[src/rtl/dmem_port_arbiter.sv]
// dmem_port_arbiter: shares the single-port dmem between the CPU data port and a DMA master
module dmem_port_arbiter #(
    parameter int ADDR_W     = 8,
    parameter int DATA_W     = 64,
    parameter int STARVE_MAX = 4,
    parameter int LOCK_MAX   = 8
) (
    input  logic              clk,
    input  logic              reset,
    input  logic              cpu_en,
    input  logic              cpu_wr_en,
    input  logic [ADDR_W-1:0] cpu_addr,
    input  logic [DATA_W-1:0] cpu_wdata,
    output logic [DATA_W-1:0] cpu_rdata,
    output logic              cpu_stall,
    input  logic              dma_req,
    input  logic              dma_wr,
    input  logic              dma_lock,
    input  logic [ADDR_W-1:0] dma_addr,
    input  logic [DATA_W-1:0] dma_wdata,
    output logic              dma_gnt,
    output logic              dma_rvalid,
    output logic [DATA_W-1:0] dma_rdata,
    output logic              mem_en,
    output logic              mem_wr_en,
    output logic [ADDR_W-1:0] mem_addr,
    output logic [DATA_W-1:0] mem_wdata,
    input  logic [DATA_W-1:0] mem_rdata
);
    localparam logic [0:0] IDLE   = 1'b0;
    localparam logic [0:0] LOCKED = 1'b1;
    localparam logic [3:0] S_MAX  = 4'(STARVE_MAX);
    localparam logic [3:0] L_MAX  = 4'(LOCK_MAX);
    logic [0:0]        state, state_nx;
    logic [3:0]        starve_cnt, starve_nx, lock_cnt, lock_nx;
    logic              lock_hold, lock_spent, idle_dma, dma_win, cpu_win;
    logic              rvalid_q;
    logic [DATA_W-1:0] rdata_q;
    // grant decision and next-state; a spent lock makes DMA ineligible for one cycle
    always_comb begin
        lock_hold  = (state == LOCKED) & dma_req & dma_lock & (lock_cnt < L_MAX);
        lock_spent = (state == LOCKED) & (lock_cnt >= L_MAX);
        idle_dma   = dma_req & !lock_spent & ((starve_cnt == S_MAX) | !cpu_en);
        dma_win    = !reset & (lock_hold | idle_dma);
        cpu_win    = !reset & !dma_win & cpu_en;
        state_nx   = (lock_hold | (idle_dma & dma_lock)) ? LOCKED : IDLE;
        lock_nx    = lock_hold ? lock_cnt + 4'd1 : (idle_dma & dma_lock) ? 4'd1 : 4'd0;
        starve_nx  = lock_hold ? starve_cnt :
                     idle_dma ? 4'd0 :
                     (cpu_en & dma_req) ? ((starve_cnt >= S_MAX) ? S_MAX : starve_cnt + 4'd1) :
                     starve_cnt;
    end
    // arbitration state, counters and the registered DMA read return
    always_ff @(posedge clk) begin
        if (reset) begin
            state      <= IDLE;
            starve_cnt <= 4'd0;
            lock_cnt   <= 4'd0;
            rvalid_q   <= 1'b0;
            rdata_q    <= '0;
        end else begin
            state      <= state_nx;
            starve_cnt <= starve_nx;
            lock_cnt   <= lock_nx;
            rvalid_q   <= dma_win & !dma_wr;
            if (dma_win & !dma_wr) rdata_q <= mem_rdata;
        end
    end
    assign mem_en     = dma_win | cpu_win;
    assign mem_wr_en  = dma_win ? dma_wr : cpu_win & cpu_wr_en;
    assign mem_addr   = dma_win ? dma_addr : cpu_win ? cpu_addr : '0;
    assign mem_wdata  = dma_win ? dma_wdata : cpu_win ? cpu_wdata : '0;
    assign cpu_rdata  = cpu_win ? mem_rdata : '0;
    assign cpu_stall  = dma_win & cpu_en;
    assign dma_gnt    = dma_win;
    assign dma_rvalid = !reset & rvalid_q;
    assign dma_rdata  = reset ? '0 : rdata_q;
endmodule

[config.mk]
export PLATFORM = sky130hd
export DESIGN_NAME = dmem_port_arbiter
export DESIGN_NICKNAME = d
export VERILOG_FILES = /design/src/rtl/dmem_port_arbiter.sv
export SDC_FILE = /design/constraint.sdc
export NUM_CORES = 1
export LEC_CHECK = 0
export CAP_MARGIN = 30
export CORE_AREA = 2 2 162 164
export CTS_BUF_LIST = sky130_fd_sc_hd__clkbuf_2 sky130_fd_sc_hd__clkbuf_4 sky130_fd_sc_hd__clkbuf_8
export DETAILED_ROUTE_END_ITERATION = 10
export DIE_AREA = 0 0 164 166
export PLACE_DENSITY = 0.66
export REMOVE_ABC_BUFFERS = 1
export SYNTH_ARGS = -nofsm -noshare
export SYNTH_HDL_FRONTEND = slang
export SYNTH_SLANG_ARGS = --single-unit
[constraint.sdc]
create_clock -name clk -period 3.62 [get_ports clk]
set_input_delay 1.086 -clock clk [delete_from_list [all_inputs] [get_ports clk]]
set_output_delay 1.086 -clock clk [all_outputs]
set_load 0.01 [all_outputs]
Word-level counts from Yosys, hierarchy flattened

Index checks and enable logic that the tools add are counted.

Add/sub/neg operators: 2
$lt $le $gt $ge: 3
Equality and inequality tests: 1
Mux-type cells: 13
Bitwise gates (word level): 20
Reductions and logical operators: 7

Operators by type and width:

| operator                                                               | count |
|---|---|
| 64-bit two-way mux                                                     | 4 |
| 4-bit two-way mux                                                      | 4 |
| 8-bit two-way mux                                                      | 2 |
| 1-bit AND                                                              | 15 |
| 4-bit by 1-bit adder with 4-bit output (second input constant)         | 2 |
| 1-bit zero test                                                        | 5 |
| 4-bit by 3-bit == test with 1-bit output (second input constant)       | 1 |
| 4-bit by 3-bit >= comparator with 1-bit output (second input constant) | 1 |
| 4-bit >= comparator (second input constant)                            | 1 |
| 4-bit less-than comparator (second input constant)                     | 1 |
| 1-bit OR                                                               | 4 |
| 1-bit two-way mux                                                      | 3 |
| 2-bit AND reduction                                                    | 1 |
| 2-bit nonzero test                                                     | 1 |
| 1-bit inverter                                                         | 1 |

Register bits: 74
Input port bits: 215
Output and inout port bits: 205
Logic and storage cells: 51

Logic depth before layout (Yosys ltp)

Gate-level depths: netlist (run 1).

Word-level depth: 12
Gate-level depth with buffers: 7
Mapped depth without buffers: 5

Worst setup path after synthesis (run 1)

Ideal clock, no wire load.

Path type: input-to-output
Start: input dma_req
End: output mem_wdata[10]
Arrival time: 2,259 ps
Setup slack: 275 ps
Stages on the path: 5
Buffers on the path: 2
Cell sequence: a21bo_2 -> a21oi_1 -> buf_2 -> buf_2 -> mux2i_1

Cells in the longest elaborated chain, start to end: 10
Elaborated cells on any way between the ends: 12
Classes of those cells: mux: 2; bitwise: 9; reduce/logical: 1

Ends and longest elaborated chain:

| item                    | RTL line | RTL |
|---|---|---|
| start: declaration      | 16       | `input logic dma_req,` |
| 1-bit AND (3 in series) | 41       | `lock_hold = (state == LOCKED) & dma_req & dma_lock & (lock_cnt < L_MAX);` |
| 1-bit OR (*)            | 44       | `dma_win = !reset & (lock_hold \| idle_dma);` |
| 1-bit AND (*)           | 44       |  |
| 1-bit zero test         | 45       | `cpu_win = !reset & !dma_win & cpu_en;` |
| 1-bit AND (2 in series) | 45       |  |
| 64-bit two-way mux      | 72       | `assign mem_wdata = dma_win ? dma_wdata : cpu_win ? cpu_wdata : '0;` |
| 64-bit two-way mux (*)  | 72       |  |
| end: declaration        | 27       | `output logic [DATA_W-1:0] mem_wdata,` |

Every way passes the cells marked *; elsewhere a longest branch is shown, timed or not.

Worst setup path in the final report (run 1)

Start: input cpu_en
End: output mem_wdata[37]

Cells in the longest elaborated chain, start to end: 10

Ends and longest elaborated chain:

| item                    | RTL line | RTL |
|---|---|---|
| start: declaration      | 10       | `input logic cpu_en,` |
| 1-bit zero test         | 43       | `idle_dma = dma_req & !lock_spent & ((starve_cnt == S_MAX) \| !cpu_en);` |
| 1-bit OR                | 43       |  |
| 1-bit AND               | 43       |  |
| 1-bit OR                | 44       |  |
| 1-bit AND               | 44       |  |
| 1-bit zero test         | 45       |  |
| 1-bit AND (2 in series) | 45       |  |
| 64-bit two-way mux      | 72       |  |
| 64-bit two-way mux (*)  | 72       |  |

Marks and branches as above.

==> results of run 1 <==
-- worst max-delay path: stages --
cell                        delay [ns]
sky130_fd_sc_hd__buf_2            0.14
sky130_fd_sc_hd__a21boi_4         0.16
sky130_fd_sc_hd__a21oi_4          0.18
sky130_fd_sc_hd__buf_12           0.14
sky130_fd_sc_hd__buf_6            0.12
sky130_fd_sc_hd__bufbuf_16        0.27
sky130_fd_sc_hd__mux2i_1          0.19
sky130_fd_sc_hd__buf_2            0.15
-- cell usage in the layout (no fill, tap or decap), types with 2 or more instances in the layout --
cell type                         Yosys  final
sky130_fd_sc_hd__clkdlybuf4s50_1      0    276
sky130_fd_sc_hd__nand2_1            150    150
sky130_fd_sc_hd__dlygate4sd2_1        0     82
sky130_fd_sc_hd__mux2i_1             75     75
sky130_fd_sc_hd__dfxtp_1             74     74
sky130_fd_sc_hd__and3_1              66     66
sky130_fd_sc_hd__mux2_2              64     64
sky130_fd_sc_hd__nor2b_1             53     52
sky130_fd_sc_hd__and2b_1             39     39
sky130_fd_sc_hd__buf_4                0     39
sky130_fd_sc_hd__and2b_2             38     38
sky130_fd_sc_hd__buf_2               13     28
sky130_fd_sc_hd__buf_12               0     18
sky130_fd_sc_hd__clkdlybuf4s15_1      0     16
sky130_fd_sc_hd__clkdlybuf4s15_2      0     14
sky130_fd_sc_hd__clkbuf_8             0      9
sky130_fd_sc_hd__inv_1                6      6
sky130_fd_sc_hd__ha_1                 4      4
sky130_fd_sc_hd__and2_1               3      3
sky130_fd_sc_hd__o21ai_0              3      3
sky130_fd_sc_hd__nor2_1               2      2
sky130_fd_sc_hd__a21oi_1              3      2
sky130_fd_sc_hd__nor3_1               2      2
sky130_fd_sc_hd__o2111ai_1            2      2
sky130_fd_sc_hd__clkinv_2             0      2
sky130_fd_sc_hd__clkinv_4             0      2
sky130_fd_sc_hd__bufbuf_16            0      2
sky130_fd_sc_hd__buf_16               0      2
sky130_fd_sc_hd__clkbuf_2             0      2
-- path summary, 6_finish.rpt --
| kind | start | depth (start not counted) | slack (ns) | end |
|---|---|---|---|---|
| worst min register to register | starve_cnt[1] | 2 | 0.49 | starve_cnt[1] |
| worst max-delay path | cpu_en | 8 | 0.1 | mem_wdata[37] |
| worst max register to register | starve_cnt[0] | 6 | 1.55 | rdata_q[29] |
| worst min-delay path | starve_cnt[1] | 2 | 0.49 | starve_cnt[1] |
-- cell families after synthesis --
family	share of synthesized area
flip-flops	0.271
AND/OR/NAND/NOR	0.368
XOR/XNOR	0.00160
buffers and inverters	0.0579
adder cells (fa/ha/maj)	0.00916
multiplexers	0.269
AO/OA/AOI/OAI	0.0224
-- flip-flops by register name (all words and copies together) (netlist names) --
signal,cells
lock_cnt,4
rdata_q,64
rvalid_q,1
starve_cnt,4
state,1
-- layout make-up --
cell class                      instances  area, µm²  area share
Timing Repair Buffer                  480       4730       0.448
Multi-Input combinational cell        516       3700       0.350
Sequential cell                        74       1480       0.140
Tap cell                              335        419      0.0397
Clock buffer                            9        124      0.0117
Clock inverter                          7       77.6     0.00735
Inverter                                7       26.3     0.00249
-- per-layer routing --
metal / track usage / up-vias / wire, µm / share of wire
li1: - / 3041 / - / -
met1: 0.174 / 2770 / 8930 / 0.40
met2: 0.284 / 247 / 11200 / 0.50
met3: 0.0430 / 31 / 1850 / 0.082
met4: 0.0542 / 0 / 546 / 0.024
met5: 0 / - / 0 / 0
-- repair_timing --
action,in CTS,in global routing
pin swaps,1,1
cloned,4,0
hold buffers,0,0
hold endpoints to repair,0,0
setup buffers,10,0
endpoints found under the setup margin,140,65
resized for setup,279,3
-- per-stage QoR --
step	hold WS (ns)	TNS (ns)	cells	worst slack, ns	util
4_1_cts	0.498	0	1428	0.0114	0.412
5_1_grt	0.519	0	1428	0.0155	0.412
3_5_place_dp	0.485	-82.66	1398	-0.672	0.404
6_report	0.494	0	1428	0.0980	0.412
3_3_place_gp	0.470	-80.85	1398	-0.652	0.404
2_1_floorplan	0.450	-518.55	597	-4.63	-
-- power groups by stage --
stage	Clock [mW]	Combinational, mW	Sequential [mW]
finish	0.683	0.846	0.850
global route	0.756	0.909	0.853
CTS	0.722	0.856	0.850
detailed placement	0	0.870	0.869
global placement	0	0.863	0.868
floorplan	0	0.321	0.867
==> impl.org, run 1 <==
** Status
- Status :: finished clean

** Floorplanning
- The floorplan has 59 rows.
- Die height :: roughly 170 µm
- 420 I/O pins were placed.
- For this configuration, the core starts out at a cell density of 0.213.
- The die covers between 20,000 and 30,000 µm².
- Core Area :: 25,600 µm²
- Die Wd :: between 150 and 200 µm

** Detailed routing
- Via total after detailed routing :: around 6,100
- Dividing the detail-routed wire length by the instance count gives 15.8 µm.
- Wire length after detailed routing :: between 20,000 and 25,000 µm
- For this run, design rule violations remaining after detail routing come to 0.
- Detailed Route Iter0 Violations :: roughly 160
- Before antenna repair, the detailed router went through 5 iterations.
- After detailed routing, the number of vias per cell comes to 4.26.
- Once detail routing completed, the nets flagged for antenna violations numbered 0.

** Clock network
- Clock tree synthesis inserted a total of 9 buffers.
- Clock latency on the worst-skew pair, taken at its later pin, is roughly 0.37 ns.
- TritonCTS built the clock tree.
- The tree built by TritonCTS fans out to between 70 and 80 sinks.
- The clock passes through at most 2 buffers.
- Reg clk slew, reported paths :: 0.08 ns
- The root buffer cell chosen for the clock tree is sky130_fd_sc_hd__clkbuf_8.
- In this run the number of H-tree levels came out at 3.

** Global routing
- Wire length of the first global-routing pass :: between 30,000 and 40,000 µm
- The total overflow left after global routing is 0.
- Vias in the first global route :: roughly 6,000
- Pin count of the biggest net entering global routing :: 42
- Number of antenna violations at the first check in global routing :: 0
- Across every metal layer, demand over resource in global routing totals 0.157.

** Place
- In this run the cell area measured after placement is 10,400 µm².
- In this run the tool buffered the top-level ports with ~420 buffer cells.
- Last weighted congestion value of the routability-driven placer :: just over 0.8
- Final HPWL DP :: about 17,000 µm

** Pwr
- In this run the power spent charging and discharging nets is 0.691 mW.
- Of the total power, the share spent switching nets is 0.290.
- Cell Pwr Density :: around 230 nW/µm²
- The worst-case IR drop observed on VDD is between 0.00015 and 0.0002 V.
- Logic gate share of total power :: 0.356
- Of the total power, registers draw 0.357.
- Cell internal power was estimated by the tool at approximately 1.7 mW.
- Of the total power, the clock network draws 0.287.
- Leakage power :: 5.03 nW
- Post-layout power :: between 2 and 2.5 mW

** Worst setup path
- For the worst setup path, the data required time is ~2.5 ns.
- Critical path capture point type :: output pin
- The critical path is of the in2out type.
- Of all nets on the critical path, the largest fanout is 7.
- CP arrival :: between 2 and 2.5 ns
- STA classifies the critical path startpoint as a primary input.

** Hold path
- The worst hold path belongs to the class reg2reg.

** Timing
- Setup violations remaining at the end of the flow were counted as 0.
- Slew HR :: 0.669
- Slew of the pin with the lowest slew margin :: between 0.4 and 0.5 ns
- The worst path needs approximately 3.5 ns of the cycle, external delays included.
- For this run, the top clock speed supported by timing is 284 MHz.
- Dividing the final minimum period by the clock period gives 0.973.
- RSZ-0062 raised after global routing :: false
- Count of endpoints failing hold in the final timing report :: 0
- Clock skew on the completed layout was measured at approximately 0.016 ns.
- The number of max-slew violations in the final report is 0.

** Synthesis
- Sorting the synthesized cells by how often they occur yields 150 x sky130_fd_sc_hd__nand2_1, 75 x sky130_fd_sc_hd__mux2i_1, 74 x sky130_fd_sc_hd__dfxtp_1.
- Area of the mapped netlist :: around 5500 µm²
- Async set or reset register ratio after synthesis :: 0
- Among all cell types in the netlist, the one instantiated most often is sky130_fd_sc_hd__nand2_1.
- sky130_fd_sc_hd__dfxtp_1 takes more of the synthesized area than any other cell.
- Number of synthesized flops with an enable pin :: 0
- Yosys warning total :: 0
- Average cell area after synthesis :: about 8.3 µm²
- Most used DFF post-synth :: sky130_fd_sc_hd__dfxtp_1
- Post-synthesis sequential area ratio :: 0.271
- The share of synthesized area in the top cell type comes to 0.271.
- Instance count of the mapped netlist :: around 660
- Number of distinct standard cells referenced by the synthesized netlist :: 32
- Post-synthesis sequential element count :: between 70 and 80
- After synthesis, the cell types taking the most area are sky130_fd_sc_hd__dfxtp_1 27%, sky130_fd_sc_hd__mux2i_1 14%, sky130_fd_sc_hd__mux2_2 13%.

** Job
- The tool flagged a number of max-cap violations equal to 0.

** Finish
- From synthesis to final layout, the design area changed by 93.3%.
- The net count of the finished layout is between 1,000 and 1,500.
- After routing the design area is 10,600 µm².
- Fraction of layout cells with a size suffix above 1 :: 0.213
- Number of filler cells placed in the layout :: ~2,600
- Inserted Diodes :: 0
(Power assumes the default switching activity.)
==> run 2, diff against run 1 <==
--- a/config.mk
+++ b/config.mk
@@ -10,7 +10,6 @@
 export CTS_BUF_LIST = sky130_fd_sc_hd__clkbuf_2 sky130_fd_sc_hd__clkbuf_4 sky130_fd_sc_hd__clkbuf_8
 export DETAILED_ROUTE_END_ITERATION = 10
 export DIE_AREA = 0 0 164 166
-export PLACE_DENSITY = 0.66
 export REMOVE_ABC_BUFFERS = 1
 export SYNTH_ARGS = -nofsm -noshare
 export SYNTH_HDL_FRONTEND = slang
==> run 2 against run 1 <==
Net effect: worst setup slack worse by 0.049 ns; largest power group is now combinational cells; sequential power is essentially flat; power down 0.58%; highest routed layer unchanged; largest cell class unchanged; critical endpoint is now cpu_rdata[43].
==> impl.org, run 2 (synthesis results as in run 1) <==
** Finish
- From synthesis to final layout, the design area changed by 93.3%.
- Register containing the most flip-flops in the final layout :: rdata_q
- The register with the most flip-flops in the layout has 64 of them.
- The final layout contains around 1,300 nets.
- Leaving out fill and tap cells, the most frequent cell in the layout is sky130_fd_sc_hd__clkdlybuf4s50_1.
- In the layout the commonest cells are 276 x sky130_fd_sc_hd__clkdlybuf4s50_1, 150 x sky130_fd_sc_hd__nand2_1, 74 x sky130_fd_sc_hd__dfxtp_1.
- The largest registers in the layout are rdata_q (64), lock_cnt (4), starve_cnt (4).
- Of the cells placed in the final design, the portion with a size suffix greater than 1 is 0.256.
- The filler cells instantiated in the layout total 2,574.

** Timing
- The clock period could shrink to around 3.6 ns.
- After routing, the total negative slack on setup checks comes to 0 ns.
- Final count of negative-setup-slack endpoints :: 0
- Fmax achieved :: between 200 and 300 MHz
- Count of pins over their slew limit :: 0
- Setup slack on the critical path of the routed design comes to 0.0485 ns.
- Post-route clock skew :: around 0.018 ns
- Setup repair after global routing could not meet its margin everywhere.
- For the pin with the worst max-slew slack, the measured transition is around 0.53 ns.
- Slew HR :: 0.640
- Count of endpoints failing hold in the final timing report :: 0
- Final Cycle Share :: 0.987

** Global routing
- Aggregate global-route resource usage :: 0.166
- Wire length of the first global-routing pass :: about 35,000 µm
- Global routing finished with a remaining overflow of 0.
- Met1 Resource Use GR :: 0.190
- Global-route layer with the greatest usage :: met2
- Number of antenna violations at the first check in global routing :: 0
- Entering global routing, the biggest net connects 61 pins.
- The via count of the first global-routing pass came to 5,804.
- Met2 global-route usage :: 0.296
- For met3 alone, demand over resource in global routing was 0.0467.

** Hold path
- Hold Path Origin :: starve_cnt[1]
- For hold timing, the worst endpoint is starve_cnt[1].
- Classification of the worst-slack hold path :: reg2reg
- Counting instances, the worst hold path has a depth of 2.

** Clock network
- TritonCTS built the clock tree.
- TritonCTS created 9 clock buffers.
- Reg clk slew, reported paths :: about 0.090 ns
- The root buffer cell chosen for the clock tree is sky130_fd_sc_hd__clkbuf_8.
- Maximum count of clock buffers along a single path :: 2
- For this design, the CTS-stage hold fixing added 0 buffers.
- CTS built an H-tree with a depth of 3.
- Sink Count :: 74
- Clock Latency Late Sink :: around 0.37 ns

** Worst setup path
- For this design, the slowest cell found on the critical path is sky130_fd_sc_hd__dlygate4sd2_1.
- Critical path data required time :: between 2 and 3 ns
- The critical path is of the in2out type.
- Reg-to-reg critical path startpoint :: starve_cnt[0]
- The endpoint identified for the worst register-to-register timing path is rdata_q[51].
- For this run, the slowest stage of the critical path takes ~0.29 ns.
- Crit-path cells :: buf_2 > a21bo_4 > buf_4 > a21o_4 > buf_12 > and3_1 > dlygate4sd2_1
- The worst setup path is captured at an output pin.
- The worst setup path is launched from a primary input.
- The worst register-to-register path has a depth of 6.
- Setup slack on the worst reg-to-reg path comes out at about 1.5 ns.
- At the worst endpoint, the arrival time is around 2.5 ns.
- Crit-path max FO :: 17

** Job
- Max Cap Violations :: 0

** Floorplanning
- Starting density of the core :: 0.213
- From bottom edge to top edge, the die measures about 170 µm.
- Row count :: 59
- During I/O placement, the number of pins put on the boundary was 420.
- The core region is 25,600 µm².
- Die outline area :: 27,200 µm²
- Die Wd :: 164 µm

** Detailed routing
- In the routed layout, each cell is associated on average with a via count of approximately 4.2.
- Detailed Route Iter0 Violations :: roughly 220
- Routed length per placed instance :: between 15 and 20 µm
- The final route contains between 6,000 and 7,000 vias.
- Wire length after detailed routing :: 24,000 µm
- First-pass iteration count of the detailed router :: 4
- In the routed design, unresolved DRC markers number 0.
- In this run the remaining antenna-violating nets after routing total 0.

** Place
- Final HPWL DP :: 18,000 µm
- The congestion estimate from routability-driven global placement came to about 0.86.
- Worst slack, placed :: -0.697 ns
- Port Buffer Count :: about 420

** Status
- Status :: finished clean

** Pwr
- Dividing total power by cell area gives a power density of between 200 and 250 nW/µm².
- The worst-case IR drop observed on VDD is 0.000172 V.
- For this design the static power due to leakage is 4.90 nW.
==> run 2: cell type report <==
cell class                      count  area [µm²]  area share
Timing Repair Buffer              479        4710       0.446
Multi-Input combinational cell    516        3730       0.354
Sequential cell                    74        1480       0.140
Tap cell                          335         419      0.0397
Clock buffer                        9         124      0.0117
Clock inverter                      7        65.1     0.00616
Inverter                            7        26.3     0.00249
Antenna cell                        1        2.50    0.000237
==> run 2: report_power, final <==
group,total (mW),internal [mW],switching [mW]
clock,0.642,0.268,0.374
combinational,0.873,0.532,0.341
sequential,0.849,0.843,0.00670
==> run 2: worst max-delay path by stage <==
stage                        startpoint             to  slack [ns]  depth (start not counted)
final                           dma_req  cpu_rdata[43]        0.05                          7
after global routing      starve_cnt[0]   mem_wdata[8]      -0.005                          8
after CTS                       dma_req  cpu_rdata[13]       -0.03                          7
after detailed placement        dma_req  mem_wdata[36]       -0.70                          6
after global placement          dma_req  mem_wdata[36]       -0.70                          6
after floorplan                 dma_req    mem_addr[0]       -4.63                          3
==> run 2: stage by stage <==
| stage | utilization | power [mW] | hold WS (ns) | instance area [µm²] | instances |
|---|---|---|---|---|---|
| 2_1_floorplan | - | 1.19 | 0.450 | 5170 | 597 |
| 3_3_place_gp | 0.404 | 1.74 | 0.469 | 10300 | 1393 |
| 3_5_place_dp | 0.404 | 1.74 | 0.487 | 10300 | 1393 |
| 4_1_cts | 0.420 | 2.42 | 0.500 | 10800 | 1427 |
| 5_1_grt | 0.412 | 2.49 | 0.525 | 10600 | 1427 |
| 6_report | 0.412 | 2.36 | 0.493 | 10600 | 1428 |
==> run 2: repair_timing <==
action                                  in CTS  in global routing
gates resized for setup                    344                 47
pin swaps                                    3                  0
buffers inserted                            12                  0
endpoints found under the setup margin     140                 55
gates cloned                                 6                  0
==> run 2: worst max-delay path, delay by kind of cell <==
kind,cells,cell delay (ns)
and+or+nand+nor,1,0.21
AOI/OAI and AO/OA,2,0.47
buffers and inverters,4,0.69
==> run 2: metal layers <==
metal  part of all wire  wire length, µm  vias up
met3              0.073             1760       24
met5                  0                0        -
met4              0.020              491        0
met2               0.50            12000      234
li1                   -                -     3049
met1               0.41             9800     2748
